--- config.mk ---
export PLATFORM = sky130hd
export DESIGN_NAME = stub_assembler
export DESIGN_NICKNAME = d
export VERILOG_FILES = /design/src/rtl/pca_fit_pkg.sv /design/src/rtl/track_fifo.sv /design/src/rtl/stub_assembler.sv
export SDC_FILE = /design/constraint.sdc
export NUM_CORES = 1
export LEC_CHECK = 0
export CORE_MARGIN = 1.5
export CORE_UTILIZATION = 34
export DETAILED_ROUTE_END_ITERATION = 6
export PLACE_DENSITY = 0.49
export SLEW_MARGIN = 0
export SYNTH_ARGS = -nofsm -noshare
export SYNTH_HDL_FRONTEND = slang
export SYNTH_SLANG_ARGS = --single-unit
--- constraint.sdc ---
create_clock -name clock -period 20.7 [get_ports clock]
set_input_delay 4.14 -clock clock [delete_from_list [all_inputs] [get_ports clock]]
set_output_delay 4.14 -clock clock [all_outputs]
set_load 0.02 [all_outputs]
--- src/rtl/pca_fit_pkg.sv ---
`default_nettype none
// ============================================================================
// Module      : pca_fit_pkg
// Description : Shared types and constants for the track-candidate pipeline.
//               Holds the coordinate width, the stub record (x/y/z) and the
//               default-size track record (TRACK_LAYERS stubs).
// Revision    : 1.0 - initial release
// ============================================================================
package pca_fit_pkg;

    localparam int COORD_W      = 8;
    localparam int TRACK_LAYERS = 6;

    typedef struct packed {
        logic [COORD_W-1:0] x;
        logic [COORD_W-1:0] y;
        logic [COORD_W-1:0] z;
    } stub_t;

    // Layer k occupies element k (element 0 in the least significant bits).
    typedef stub_t [TRACK_LAYERS-1:0] track_t;

    localparam int STUB_W  = $bits(stub_t);
    localparam int TRACK_W = $bits(track_t);

    function automatic stub_t make_stub(input logic [COORD_W-1:0] x,
                                        input logic [COORD_W-1:0] y,
                                        input logic [COORD_W-1:0] z);
        stub_t s;
        s.x = x;
        s.y = y;
        s.z = z;
        return s;
    endfunction

endpackage
`default_nettype wire

--- src/rtl/track_fifo.sv ---
`default_nettype none
// ============================================================================
// Module      : track_fifo
// Description : Synchronous FIFO of complete tracks. Pointers carry one extra
//               wrap bit so full/empty come straight from pointer compare.
//               A push while full is accepted only if a pop happens on the
//               same edge; otherwise it is ignored (caller counts the drop).
//               pop_data reads as zero while the FIFO is empty.
// Ports       : clock, reset (sync, active-high)
//               push, push_data  - write request / track to store
//               full             - all DEPTH entries occupied
//               pop              - remove head (ignored when empty)
//               empty, pop_data  - FIFO empty flag / head track
// Revision    : 1.0 - initial release
// ============================================================================
module track_fifo
    import pca_fit_pkg::*;
#(
    parameter int DEPTH = 4,
    parameter int WIDTH = TRACK_W
) (
    input  logic             clock,
    input  logic             reset,
    input  logic             push,
    input  logic [WIDTH-1:0] push_data,
    output logic             full,
    input  logic             pop,
    output logic             empty,
    output logic [WIDTH-1:0] pop_data
);

    localparam int AW = $clog2(DEPTH);

    logic [WIDTH-1:0] r_mem [DEPTH];
    logic [AW:0]      r_wr_ptr;
    logic [AW:0]      r_rd_ptr;

    logic w_full;
    logic w_empty;
    logic w_do_push;
    logic w_do_pop;

    assign w_empty   = (r_wr_ptr == r_rd_ptr);
    assign w_full    = (r_wr_ptr[AW] != r_rd_ptr[AW]) &&
                       (r_wr_ptr[AW-1:0] == r_rd_ptr[AW-1:0]);
    assign w_do_pop  = pop && !w_empty;
    // A pop on the same edge frees the slot the push needs.
    assign w_do_push = push && (!w_full || w_do_pop);

    always_ff @(posedge clock) begin
        if (reset) begin
            r_wr_ptr <= '0;
            r_rd_ptr <= '0;
        end else begin
            if (w_do_push) r_wr_ptr <= r_wr_ptr + 1'b1;
            if (w_do_pop)  r_rd_ptr <= r_rd_ptr + 1'b1;
        end
    end

    always_ff @(posedge clock) begin
        if (!reset && w_do_push) begin
            r_mem[r_wr_ptr[AW-1:0]] <= push_data;
        end
    end

    assign full     = w_full;
    assign empty    = w_empty;
    assign pop_data = w_empty ? '0 : r_mem[r_rd_ptr[AW-1:0]];

endmodule
`default_nettype wire

--- src/rtl/stub_assembler.sv ---
`default_nettype none
// ============================================================================
// Module      : stub_assembler
// Description : Collects NLAYERS consecutive valid stubs into one track
//               candidate and queues completed tracks in a DEPTH-entry FIFO
//               for a downstream fitter. Upstream has no backpressure; tracks
//               arriving at a full FIFO are dropped and counted.
//               Optional macro STUB_ASSEMBLER_TIMEOUT_EN compiles in a
//               partial-track timeout (TIMEOUT idle cycles -> discard and
//               one-cycle timeout_err pulse). Without it timeout_err is 0.
// Ports       : clock, reset (sync, active-high)
//               data_valid, data_in_x/y/z - incoming stub
//               trk_valid, trk_ready      - output track handshake
//               trk_x/y/z                 - head track, layer k in [8k+7:8k]
//               ovf_cnt                   - saturating dropped-track count
//               timeout_err               - partial-track discard pulse
// Revision    : 1.0 - initial release
// ============================================================================
module stub_assembler
    import pca_fit_pkg::*;
#(
    parameter int NLAYERS = 6,
    parameter int DEPTH   = 4,
    parameter int TIMEOUT = 15
) (
    input  logic                       clock,
    input  logic                       reset,
    input  logic                       data_valid,
    input  logic [COORD_W-1:0]         data_in_x,
    input  logic [COORD_W-1:0]         data_in_y,
    input  logic [COORD_W-1:0]         data_in_z,
    output logic                       trk_valid,
    input  logic                       trk_ready,
    output logic [NLAYERS*COORD_W-1:0] trk_x,
    output logic [NLAYERS*COORD_W-1:0] trk_y,
    output logic [NLAYERS*COORD_W-1:0] trk_z,
    output logic [7:0]                 ovf_cnt,
    output logic                       timeout_err
);

    localparam int CNT_W = (NLAYERS > 1) ? $clog2(NLAYERS) : 1;
    localparam int TRK_W = NLAYERS * STUB_W;

    localparam logic [0:0]       S_IDLE    = 1'b0;
    localparam logic [0:0]       S_COLLECT = 1'b1;
    localparam logic [CNT_W-1:0] LAST_CNT  = CNT_W'(NLAYERS - 1);

    logic [0:0]            r_state;
    logic [0:0]            w_next_state;
    logic [CNT_W-1:0]      r_layer_cnt;
    stub_t [NLAYERS-1:0]   r_asm;
    stub_t [NLAYERS-1:0]   w_track;
    stub_t [NLAYERS-1:0]   w_head;
    stub_t                 w_stub;
    logic [7:0]            r_ovf_cnt;

    logic w_last;
    logic w_timeout;
    logic w_push;
    logic w_pop;
    logic w_drop;
    logic w_full;
    logic w_empty;

    assign w_stub = make_stub(data_in_x, data_in_y, data_in_z);
    assign w_last = data_valid && (r_layer_cnt == LAST_CNT);

    // ------------------------------------------------------------------
    // Optional partial-track timeout
    // ------------------------------------------------------------------
`ifdef STUB_ASSEMBLER_TIMEOUT_EN
    localparam int IDLE_W = $clog2(TIMEOUT + 1);

    logic [IDLE_W-1:0] r_idle_cnt;
    logic              r_timeout_err;

    // Fires on the TIMEOUT-th consecutive empty cycle inside a track.
    assign w_timeout = (r_state == S_COLLECT) && !data_valid &&
                       (r_idle_cnt == IDLE_W'(TIMEOUT - 1));

    always_ff @(posedge clock) begin
        if (reset) begin
            r_idle_cnt    <= '0;
            r_timeout_err <= 1'b0;
        end else begin
            r_timeout_err <= w_timeout;
            if ((r_state == S_COLLECT) && !data_valid && !w_timeout) begin
                r_idle_cnt <= r_idle_cnt + 1'b1;
            end else begin
                r_idle_cnt <= '0;
            end
        end
    end

    assign timeout_err = r_timeout_err;
`else
    assign w_timeout   = 1'b0;
    assign timeout_err = 1'b0;
`endif

    // ------------------------------------------------------------------
    // FSM: state register
    // ------------------------------------------------------------------
    always_ff @(posedge clock) begin
        if (reset) begin
            r_state <= S_IDLE;
        end else begin
            r_state <= w_next_state;
        end
    end

    // ------------------------------------------------------------------
    // FSM: next state
    // ------------------------------------------------------------------
    always_comb begin
        w_next_state = r_state;
        case (r_state)
            S_IDLE: begin
                // w_last already true here when NLAYERS == 1.
                if (data_valid && !w_last) w_next_state = S_COLLECT;
            end
            S_COLLECT: begin
                if (w_last || w_timeout) w_next_state = S_IDLE;
            end
            default: w_next_state = S_IDLE;
        endcase
    end

    // ------------------------------------------------------------------
    // FSM: outputs toward the FIFO and the overflow counter
    // ------------------------------------------------------------------
    always_comb begin
        w_push = w_last;
        w_pop  = trk_ready && !w_empty;
        w_drop = w_last && w_full && !w_pop;
    end

    // Completed track = stored layers plus the stub arriving this cycle.
    always_comb begin
        w_track            = r_asm;
        w_track[NLAYERS-1] = w_stub;
    end

    // Assembly buffer and layer count
    always_ff @(posedge clock) begin
        if (reset) begin
            r_layer_cnt <= '0;
            r_asm       <= '0;
        end else if (w_timeout) begin
            r_layer_cnt <= '0;
        end else if (data_valid) begin
            r_asm[r_layer_cnt] <= w_stub;
            r_layer_cnt        <= w_last ? '0 : r_layer_cnt + 1'b1;
        end
    end

    always_ff @(posedge clock) begin
        if (reset) begin
            r_ovf_cnt <= '0;
        end else if (w_drop && (r_ovf_cnt != 8'hFF)) begin
            r_ovf_cnt <= r_ovf_cnt + 1'b1;
        end
    end

    track_fifo #(
        .DEPTH (DEPTH),
        .WIDTH (TRK_W)
    ) u_track_fifo (
        .clock     (clock),
        .reset     (reset),
        .push      (w_push),
        .push_data (w_track),
        .full      (w_full),
        .pop       (w_pop),
        .empty     (w_empty),
        .pop_data  (w_head)
    );

    assign trk_valid = !w_empty;
    assign ovf_cnt   = r_ovf_cnt;

    for (genvar k = 0; k < NLAYERS; k++) begin : g_unpack
        assign trk_x[COORD_W*k +: COORD_W] = w_head[k].x;
        assign trk_y[COORD_W*k +: COORD_W] = w_head[k].y;
        assign trk_z[COORD_W*k +: COORD_W] = w_head[k].z;
    end

endmodule
`default_nettype wire

# == Word level (Yosys, flattened, before mapping) ==
# Memories as Yosys holds them, arrays and structs flattened. A register that Yosys moved wholly into a read port is not among the register bits.
# Cells that the tools add are included.
# word_totals
reg_bits,161
ramBits,576
word_cells,58
n_memories,1
# mem_list
memory,words,word_bits,rd,rd_ports_with_merged_regs,wr,line,source
u_track_fifo.r_mem,4,144,1,1,1,track_fifo.sv:34,logic [WIDTH-1:0] r_mem [DEPTH];
# classes
add_sub_neg,4
n_lt_le_gt_ge,2
eq_ne,5
muxes,9
reduce_logical,15
# op_table
cell,count
$bwmux W144,1
$mux W144,1
$demux W24 S3,1
$mux W24,1
$logic_and A1 B1 Y1,10
$add A3 B1 Y3 const B,3
$add A8 B1 Y8 const B,1
$ne A8 B8 Y1 const B,1
$logic_not A1 Y1,4
$lt A3 B4 Y1 const B,1
$mux W2,2
$eq A3 B3 Y1,1
$eq A3 B3 Y1 const B,1
$ge A3 B1 Y1 const B,1
$mux W3,1
$eq A2 B2 Y1,1
$mux W1,2
$logic_or A1 B1 Y1,1
$ne A1 B1 Y1,1

# == Depth between registers and ports, before layout ==
# Gate-level depths: netlist (run 1).
# depth
ltp_word,9
ltp_mapped,7
mapped_depth_nobuf,6

# == Cells and area by module ==
# From an unflattened synthesis (run 1), not the netlist that was laid out.
# unflattened
cells_unflattened,1572
area_unflattened_um2,26967.1
# modules_own_cells
module,instances,cells_each,area_each_um2
track_fifo,1,970,22242.6
stub_assembler,1,602,4724.5

# == Worst setup path before layout (run 1) ==
# Ideal clock, no wire load.
# synth_timing
path_kind,input to register
from,input data_valid
to,memory u_track_fifo.r_mem[3][0] in the netlist's numbering (enable)
setup_ns,0.823
arrival_time_ns,14.245
required_time_ns,19.877
path_slack_ns,5.632
stages,3
path_buffers,0
cell_sequence,and3_1 -> o41ai_1 -> nor3_1
# synth_via
elab_chain_len,5
# synth_lines
element,line,source
"start, declared",stub_assembler.sv:28,"input logic data_valid,"
$logic_and A1 B1 Y1,stub_assembler.sv:66,assign w_last = data_valid && (r_layer_cnt == LAST_CNT);
$logic_and A1 B1 Y1,track_fifo.sv:48,assign w_do_push = push && (!w_full || w_do_pop);
$logic_and A1 B1 Y1,track_fifo.sv:61,if (!reset && w_do_push) begin
$mux W1,track_fifo.sv:61,
$mux W1 (implied by the code),track_fifo.sv:62,r_mem[r_wr_ptr[AW-1:0]] <= push_data;
"end, declared",track_fifo.sv:34,
# No other way between the ends.

==> results.sh, run 1 <==
export IMPL_ant_nets=0
export IMPL_core_um2=77600
export IMPL_drtPass1Iterations=7
export IMPL_p_switching_w=0.000596
export IMPL_cts_tree="done"
export IMPL_cp_arrival_ns=4.45
export IMPL_cp_slowest_stage_delay_ns=0.95
export IMPL_clk_latency_ns=0.61
export IMPL_critical_path_slowest_cell="dfxtp_4"
export IMPL_status="finished clean"
export IMPL_drv_slew=0
export IMPL_track_usage_pct=17.4
export IMPL_globalRoute_totalOverflow=0
export IMPL_worstHoldPathType="reg -> reg"
export IMPL_initial_utilization_pct=34.5
export IMPL_p_total_w=0.00297
export IMPL_cts_setup_buffers=0
export IMPL_grt_setup_unrepaired="false"
export IMPL_io_buffers=180
export IMPL_num_io_pins=182
export IMPL_finalClockSkew_ns=0.0157
export IMPL_final_area_um2=32200
export IMPL_drt_iter0_drc=1021
export IMPL_dr_total_vias=14000
export IMPL_drc=0
export IMPL_worstSetupPathType="reg -> out"
export IMPL_ys_warnings_count=0
export IMPL_synthCells=1553
export IMPL_setup_viol=0
export IMPL_syn_avg_cell_area_um2=17.2
export IMPL_ys_seq_elements=715
export IMPL_row_count=102
export IMPL_slew_headroom_pct=19.3
export IMPL_sw_frac_of_total_pct=20.0
export IMPL_internal_power_w=0.00238
export IMPL_post_route_period_util_pct=41.5
export IMPL_viasPerCell=4.93
export IMPL_wl_per_cell_um=24.5
export IMPL_cp_max_fo=55
export IMPL_cellLeakagePower_nw=9.79
export IMPL_drt_wl_total_um=69700
export IMPL_ys_seq_area_share_pct=75.1
export IMPL_peakVddDrop_v=0.0000576
export IMPL_nNetsFinal=1777
export IMPL_clk_pin_slew_ns=0.06
export IMPL_antenna_found_initial=0
export IMPL_hpwl_um=37900
export IMPL_cts_sinks=715
export IMPL_cts_root_buf="clkbuf_16"
export IMPL_grt_pass1_wl_um=101000
export IMPL_drive_gt1_share_pct=15.8
export IMPL_syn_num_nets=1589
export IMPL_htreeDepth=3
export IMPL_placed_cell_area_um2=29700
export IMPL_fp_dieW_um=283
export IMPL_p_clk_share_pct=45.2
export IMPL_area_growth_pct=20.4
export IMPL_crit_required_ns=16.56
export IMPL_worstPathCellList="buf_4 -> buf_4 -> mux4_2 -> and2_1 -> clkdlybuf4s50_1"
export IMPL_cpMostUsedCell="buf_4"
export IMPL_fin_setup_tns_ns=0
export IMPL_ys_types=33
export IMPL_seqPwrFrac_pct=52.6
export IMPL_synthesis_area_um2=26700
export IMPL_maxCapViolCount=0
export IMPL_max_freq_ghz=0.116
export IMPL_period_needed_ns=8.59
export IMPL_numCtsBuffers=75
export IMPL_first_global_vias=14600
export IMPL_start_kind="flip-flop"
export IMPL_grt_max_degree=145
export IMPL_die_area_um2=80300
export IMPL_gp_congestion=0.711
export IMPL_hold_viol=0
export IMPL_cts_hold_buf=0
export IMPL_combPwrFrac_pct=2.2
export IMPL_fp_dieH_um=283
export IMPL_power_density_nw_per_um2=92.4
export IMPL_tightest_slew_ns=1.21
export IMPL_end_kind="primary output"
export IMPL_clock_path_buffers=3
export IMPL_ctsResizeCount=0
## synthesized netlist by cell type
library cell  count  area [µm²]
a2111oi_0         1        8.76
a21oi_1         130         651
a22oi_1           1        7.51
and2_1          149         932
and3_1            4        25.0
buf_2            18        90.1
buf_4             1        7.51
clkbuf_1         73         274
clkbuf_2          1        5.00
conb_1            1        3.75
dfxtp_1         139        2780
edfxtp_1        576       17300
ha_1              8         100
inv_1             6        22.5
mux2i_1           1        10.0
mux4_2          144        3240
nand2_1         242         908
nand3_1           7        35.0
nand3b_1          1        7.51
nand4_1           3        18.8
nor2_1            9        33.8
nor2b_1           1        6.26
nor3_1            2        10.0
nor3b_1           1        7.51
o21ai_0           5        25.0
o311ai_0          1        8.76
o31ai_1           7        52.6
o41ai_1           1        8.76
or2_2             1        6.26
or3_1             4        25.0
or4_1             7        52.6
xnor2_1           3        26.3
xor2_1            5        43.8
## metrics by stage
| step | instances | utilization, % | hold slack [ns] | worst slack [ns] |
|---|---|---|---|---|
| finish | 2845 | 41.5 | 0.493 | 12.11 |
| global route | 2843 | 41.5 | 0.514 | 11.94 |
| CTS | 2843 | 41.5 | 0.492 | 12.02 |
| detailed placement | 2704 | 38.3 | 0.482 | 12.68 |
| global placement | 2704 | 38.3 | 0.471 | 12.65 |
| floorplan | 1553 | - | 0.460 | 5.63 |
## power groups by stage
| stage | clock network [W] | logic (W) | registers (W) |
|---|---|---|---|
| 2_1_floorplan | 0 | 0.0000290 | 0.00159 |
| 6_report | 0.00134 | 0.0000657 | 0.00156 |
| 5_1_grt | 0.00143 | 0.0000715 | 0.00157 |
| 4_1_cts | 0.00138 | 0.0000685 | 0.00156 |
| 3_3_place_gp | 0 | 0.0000679 | 0.00159 |
| 3_5_place_dp | 0 | 0.0000683 | 0.00160 |
## worst max-delay path, delay by kind of cell, from the launching register on
| kind | cells | cell delay (ns) |
|---|---|---|
| buffers and inverters | 3 | 2.25 |
| DFF | 1 | 0.95 |
| and+or+nand+nor | 1 | 0.27 |
| muxes | 1 | 0.32 |
## layout by cell type, fill, tap and decap left out, drive strengths merged, types with 2 or more instances in the layout
master | synthesis | routed
nor3 | 2 | 2
clkdlybuf4s50 | 0 | 179
xnor2 | 3 | 3
clkinv | 0 | 17
xor2 | 5 | 5
a21oi | 130 | 130
clkbuf | 74 | 115
bufinv | 0 | 5
buf | 19 | 25
dfxtp | 139 | 139
nor2 | 9 | 9
o21ai | 5 | 5
ha | 8 | 8
or3 | 4 | 4
and3 | 4 | 4
o31ai | 7 | 7
nand3 | 7 | 7
clkinvlp | 0 | 2
nand4 | 3 | 3
nand2 | 242 | 242
or4 | 7 | 7
inv | 6 | 6
and2 | 149 | 149
diode | 0 | 2
edfxtp | 576 | 576
mux4 | 144 | 144
## layout make-up
cell class	count	area [µm²]
fill	7106	45400
sequential	715	20100
multi-input combinational	739	6280
clock buffer	115	2230
timing repair buffer	204	2010
tap	1040	1300
clock inverter	24	246
inverter	6	22.5
antenna	2	5.00
## routing by layer
| layer | up-vias | track usage [%] | wire (µm) |
|---|---|---|---|
| met2 | 301 | 28.1 | 33500 |
| met4 | 0 | 4.85 | 1320 |
| li1 | 6252 | - | - |
| met1 | 7411 | 24.3 | 31900 |
| met5 | - | 0 | 0 |
| met3 | 72 | 2.77 | 3010 |
## registers in the layout, indices dropped and copies added, names as in the netlist, named ones only
signal / flops
r_layer_cnt: 3
u_track_fifo.r_wr_ptr: 3
u_track_fifo.r_rd_ptr: 3
u_track_fifo.r_mem: 576
ovf_cnt: 8
r_asm: 120
## path summary, 6_finish.rpt
| kind | cells after the start | end | from | slack [ns] |
|---|---|---|---|---|
| hold / removal | 2 | r_asm[90]$_SDFFE_PP0P_ | r_asm[90]$_SDFFE_PP0P_ | 0.49 |
| setup / recovery | 5 | trk_x[41] | flip-flop | 12.11 |
| hold reg to reg | 2 | r_asm[90]$_SDFFE_PP0P_ | r_asm[90]$_SDFFE_PP0P_ | 0.49 |
| setup reg to reg | 7 | u_track_fifo.r_mem[2][51]$_DFFE_PP_ | r_layer_cnt[1]$_SDFFE_PP0P_ | 16.92 |
## logic make-up (layout without fill, tap and decap cells)
| logic type | count (synthesis) | count (layout) | synth area share (%) |
|---|---|---|---|
| buf+inv | 99 | 349 | 1.49 |
| compound gates | 146 | 146 | 2.85 |
| mux | 145 | 145 | 12.2 |
| flops | 715 | 715 | 75.1 |
| fa+ha+maj | 8 | 8 | 0.374 |
| other cells | 1 | 3 | 0.0140 |
| simple gates | 431 | 431 | 7.74 |
| xor+xnor | 8 | 8 | 0.262 |
(Power assumes the default switching activity.)
==> run 2: changes to the inputs <==
==> constraint.sdc (replaced) <==
create_clock -name clock -period 8.15 [get_ports clock]
set_input_delay 1.63 -clock clock [delete_from_list [all_inputs] [get_ports clock]]
set_output_delay 1.63 -clock clock [all_outputs]
set_load 0.02 [all_outputs]
==> run 2 against run 1 <==
  * Critical path type unchanged
  * Clock skew up 0.0082 ns
  * Largest power group unchanged
  * Sequential share of layout area is 0.085 points higher
  * Routed wire length shrank 3.5%
==> results.sh, run 2 (synthesized netlist as in run 1, its figures left out) <==
export IMPL_cts_root_buf="clkbuf_16"
export IMPL_slew_headroom_pct=11.6
export IMPL_fin_setup_tns_ns=0
export IMPL_grt_setup_unrepaired="false"
export IMPL_hp_start="r_asm[66]$_SDFFE_PP0P_"
export IMPL_reg2reg_depth=7
export IMPL_viasPerCell=4.90
export IMPL_setup_ws_ns=2.94
export IMPL_place_inst=2702
export IMPL_track_usage_pct=16.6
export IMPL_die_area_um2=80300
export IMPL_hold_viol=0
export IMPL_r2r_end="u_track_fifo.r_mem[2][58]$_DFFE_PP_"
export IMPL_end_kind="primary output"
export IMPL_drv_slew=0
export IMPL_sw_frac_of_total_pct=20.0
export IMPL_largest_reg_flops=576
export IMPL_nNetsFinal=1776
export IMPL_placed_cell_area_um2=29700
export IMPL_r2r_start="r_layer_cnt[1]$_SDFFE_PP0P_"
export IMPL_combPwrFrac_pct=2.2
export IMPL_io_buffers=180
export IMPL_cellLeakagePower_nw=9.78
export IMPL_tightest_slew_ns=1.31
export IMPL_cts_hold_buf=0
export IMPL_hold_depth=2
export IMPL_clock_path_buffers=3
export IMPL_critPathBufInv=2
export IMPL_worstSetupPathType="reg -> out"
export IMPL_layout_commonest_cell="edfxtp_1"
export IMPL_finalClockSkew_ns=0.0239
export IMPL_post_route_period_util_pct=64.0
export IMPL_drive_gt1_share_pct=15.7
export IMPL_first_global_vias=14100
export IMPL_status="finished clean"
export IMPL_hold_end="r_asm[66]$_SDFFE_PP0P_"
export IMPL_dr_total_vias=13900
export IMPL_core_um2=77600
export IMPL_path_delay_family="buffers and inverters"
export IMPL_numCtsBuffers=76
export IMPL_period_needed_ns=5.21
export IMPL_drtPass1Iterations=5
export IMPL_final_area_um2=32100
export IMPL_area_growth_pct=20.2
export IMPL_row_count=102
export IMPL_max_freq_ghz=0.192
export IMPL_peakVddDrop_v=0.000122
export IMPL_wl_per_cell_um=23.7
export IMPL_grt_pass1_wl_um=97700
export IMPL_ctsResizeCount=0
export IMPL_fin_cells=2837
export IMPL_num_io_pins=182
export IMPL_fp_dieH_um=283
export IMPL_startpoint="u_track_fifo.r_wr_ptr[1]$_SDFFE_PP0P_"
export IMPL_preCtsSetupSlack_ns=3.14
export IMPL_worstPathCellList="xor2_1 -> or3_4 -> buf_4 -> and2_1 -> clkdlybuf4s50_1"
export IMPL_drt_iter0_drc=991
export IMPL_hpwl_um=35500
export IMPL_cts_sinks=715
export IMPL_internal_power_w=0.00598
export IMPL_p_clk_share_pct=44.7
export IMPL_power_density_nw_per_um2=233
export IMPL_cts_setup_buffers=0
export IMPL_rrSetupSlack_ns=4.49
export IMPL_antenna_found_initial=4
export IMPL_critical_path_slowest_cell="or3_4"
export IMPL_cp_arrival_ns=3.58
export IMPL_setup_viol=0
export IMPL_layout_common_cells="edfxtp_1, nand2_1, clkdlybuf4s50_1, and2_1, mux4_2"
export IMPL_cp_max_fo=83
export IMPL_initial_utilization_pct=34.5
export IMPL_gp_congestion=0.706
export IMPL_seqPwrFrac_pct=53.1
export IMPL_cp_slowest_stage_delay_ns=0.64
export IMPL_fp_dieW_um=283
export IMPL_htreeDepth=3
export IMPL_crit_required_ns=6.52
export IMPL_drt_wl_total_um=67300
export IMPL_start_kind="flip-flop"
export IMPL_maxCapViolCount=0
export IMPL_grt_max_degree=145
export IMPL_drc=0
export IMPL_worstHoldPathType="reg -> reg"
export IMPL_ant_nets=0
export IMPL_p_switching_w=0.00150
export IMPL_num_antenna_cells=0
export IMPL_clk_latency_ns=0.60
export IMPL_clk_pin_slew_ns=0.06
export IMPL_cts_tree="done"
export IMPL_globalRoute_totalOverflow=0
==> run 2: cell types whose count changed in the layout (fill, tap and decap cells not counted), sizes merged <==
cell | previous run | this run
buf | 25 | 23
bufinv | 5 | 4
clkbuf | 115 | 111
clkinv | 17 | 19
clkinvlp | 2 | 0
diode | 2 | 0
inv | 6 | 7
==> run 2: worst max-delay path by stage <==
| stage | endpoint | cells after the start |
|---|---|---|
| floorplan | u_track_fifo.r_mem[3][0]$_DFFE_PP_ | 3 |
| global placement | u_track_fifo.r_mem[2][52]$_DFFE_PP_ | 6 |
| detailed placement | u_track_fifo.r_mem[2][58]$_DFFE_PP_ | 6 |
| CTS | trk_z[35] | 5 |
| global route | trk_z[42] | 5 |
| finish | trk_z[35] | 5 |
==> run 2: power groups by stage <==
stage          registers, W  clock network, W  logic [W]
6_report            0.00397           0.00334   0.000167
5_1_grt             0.00397           0.00357   0.000181
4_1_cts             0.00397           0.00343   0.000173
3_5_place_dp        0.00405                 0   0.000172
3_3_place_gp        0.00405                 0   0.000170
2_1_floorplan       0.00404                 0  0.0000736
==> run 2: area by class of cell <==
cell class / instances / area (µm²)
Clock inverter: 24 / 216
Fill cell: 7011 / 45500
Clock buffer: 111 / 2200
Tap cell: 1040 / 1300
Inverter: 6 / 22.5
Timing Repair Buffer: 202 / 2030
Sequential cell: 715 / 20100
Multi-Input combinational cell: 739 / 6290
==> run 2: per-layer routing <==
layer | up-vias | global-route usage, % | share of wire, %
met5 | - | 0 | 0.028
met4 | 2 | 4.43 | 1.7
met3 | 69 | 2.85 | 4.6
met2 | 342 | 26.6 | 48
met1 | 7222 | 23.5 | 46
li1 | 6260 | - | -
==> run 2: stage by stage <==
step / hold WS [ns] / utilization [%] / power (W)
3_5_place_dp: 0.485 / 38.3 / 0.00422
4_1_cts: 0.494 / 41.4 / 0.00757
3_3_place_gp: 0.467 / 38.3 / 0.00422
2_1_floorplan: 0.460 / - / 0.00411
5_1_grt: 0.507 / 41.4 / 0.00772
6_report: 0.492 / 41.4 / 0.00748
==> run 2: worst min-delay path, cell delays in order (launching register included) <==
cell and delay [ns]:
dfxtp_1 0.33, nand2_1 0.06, a21oi_1 0.05
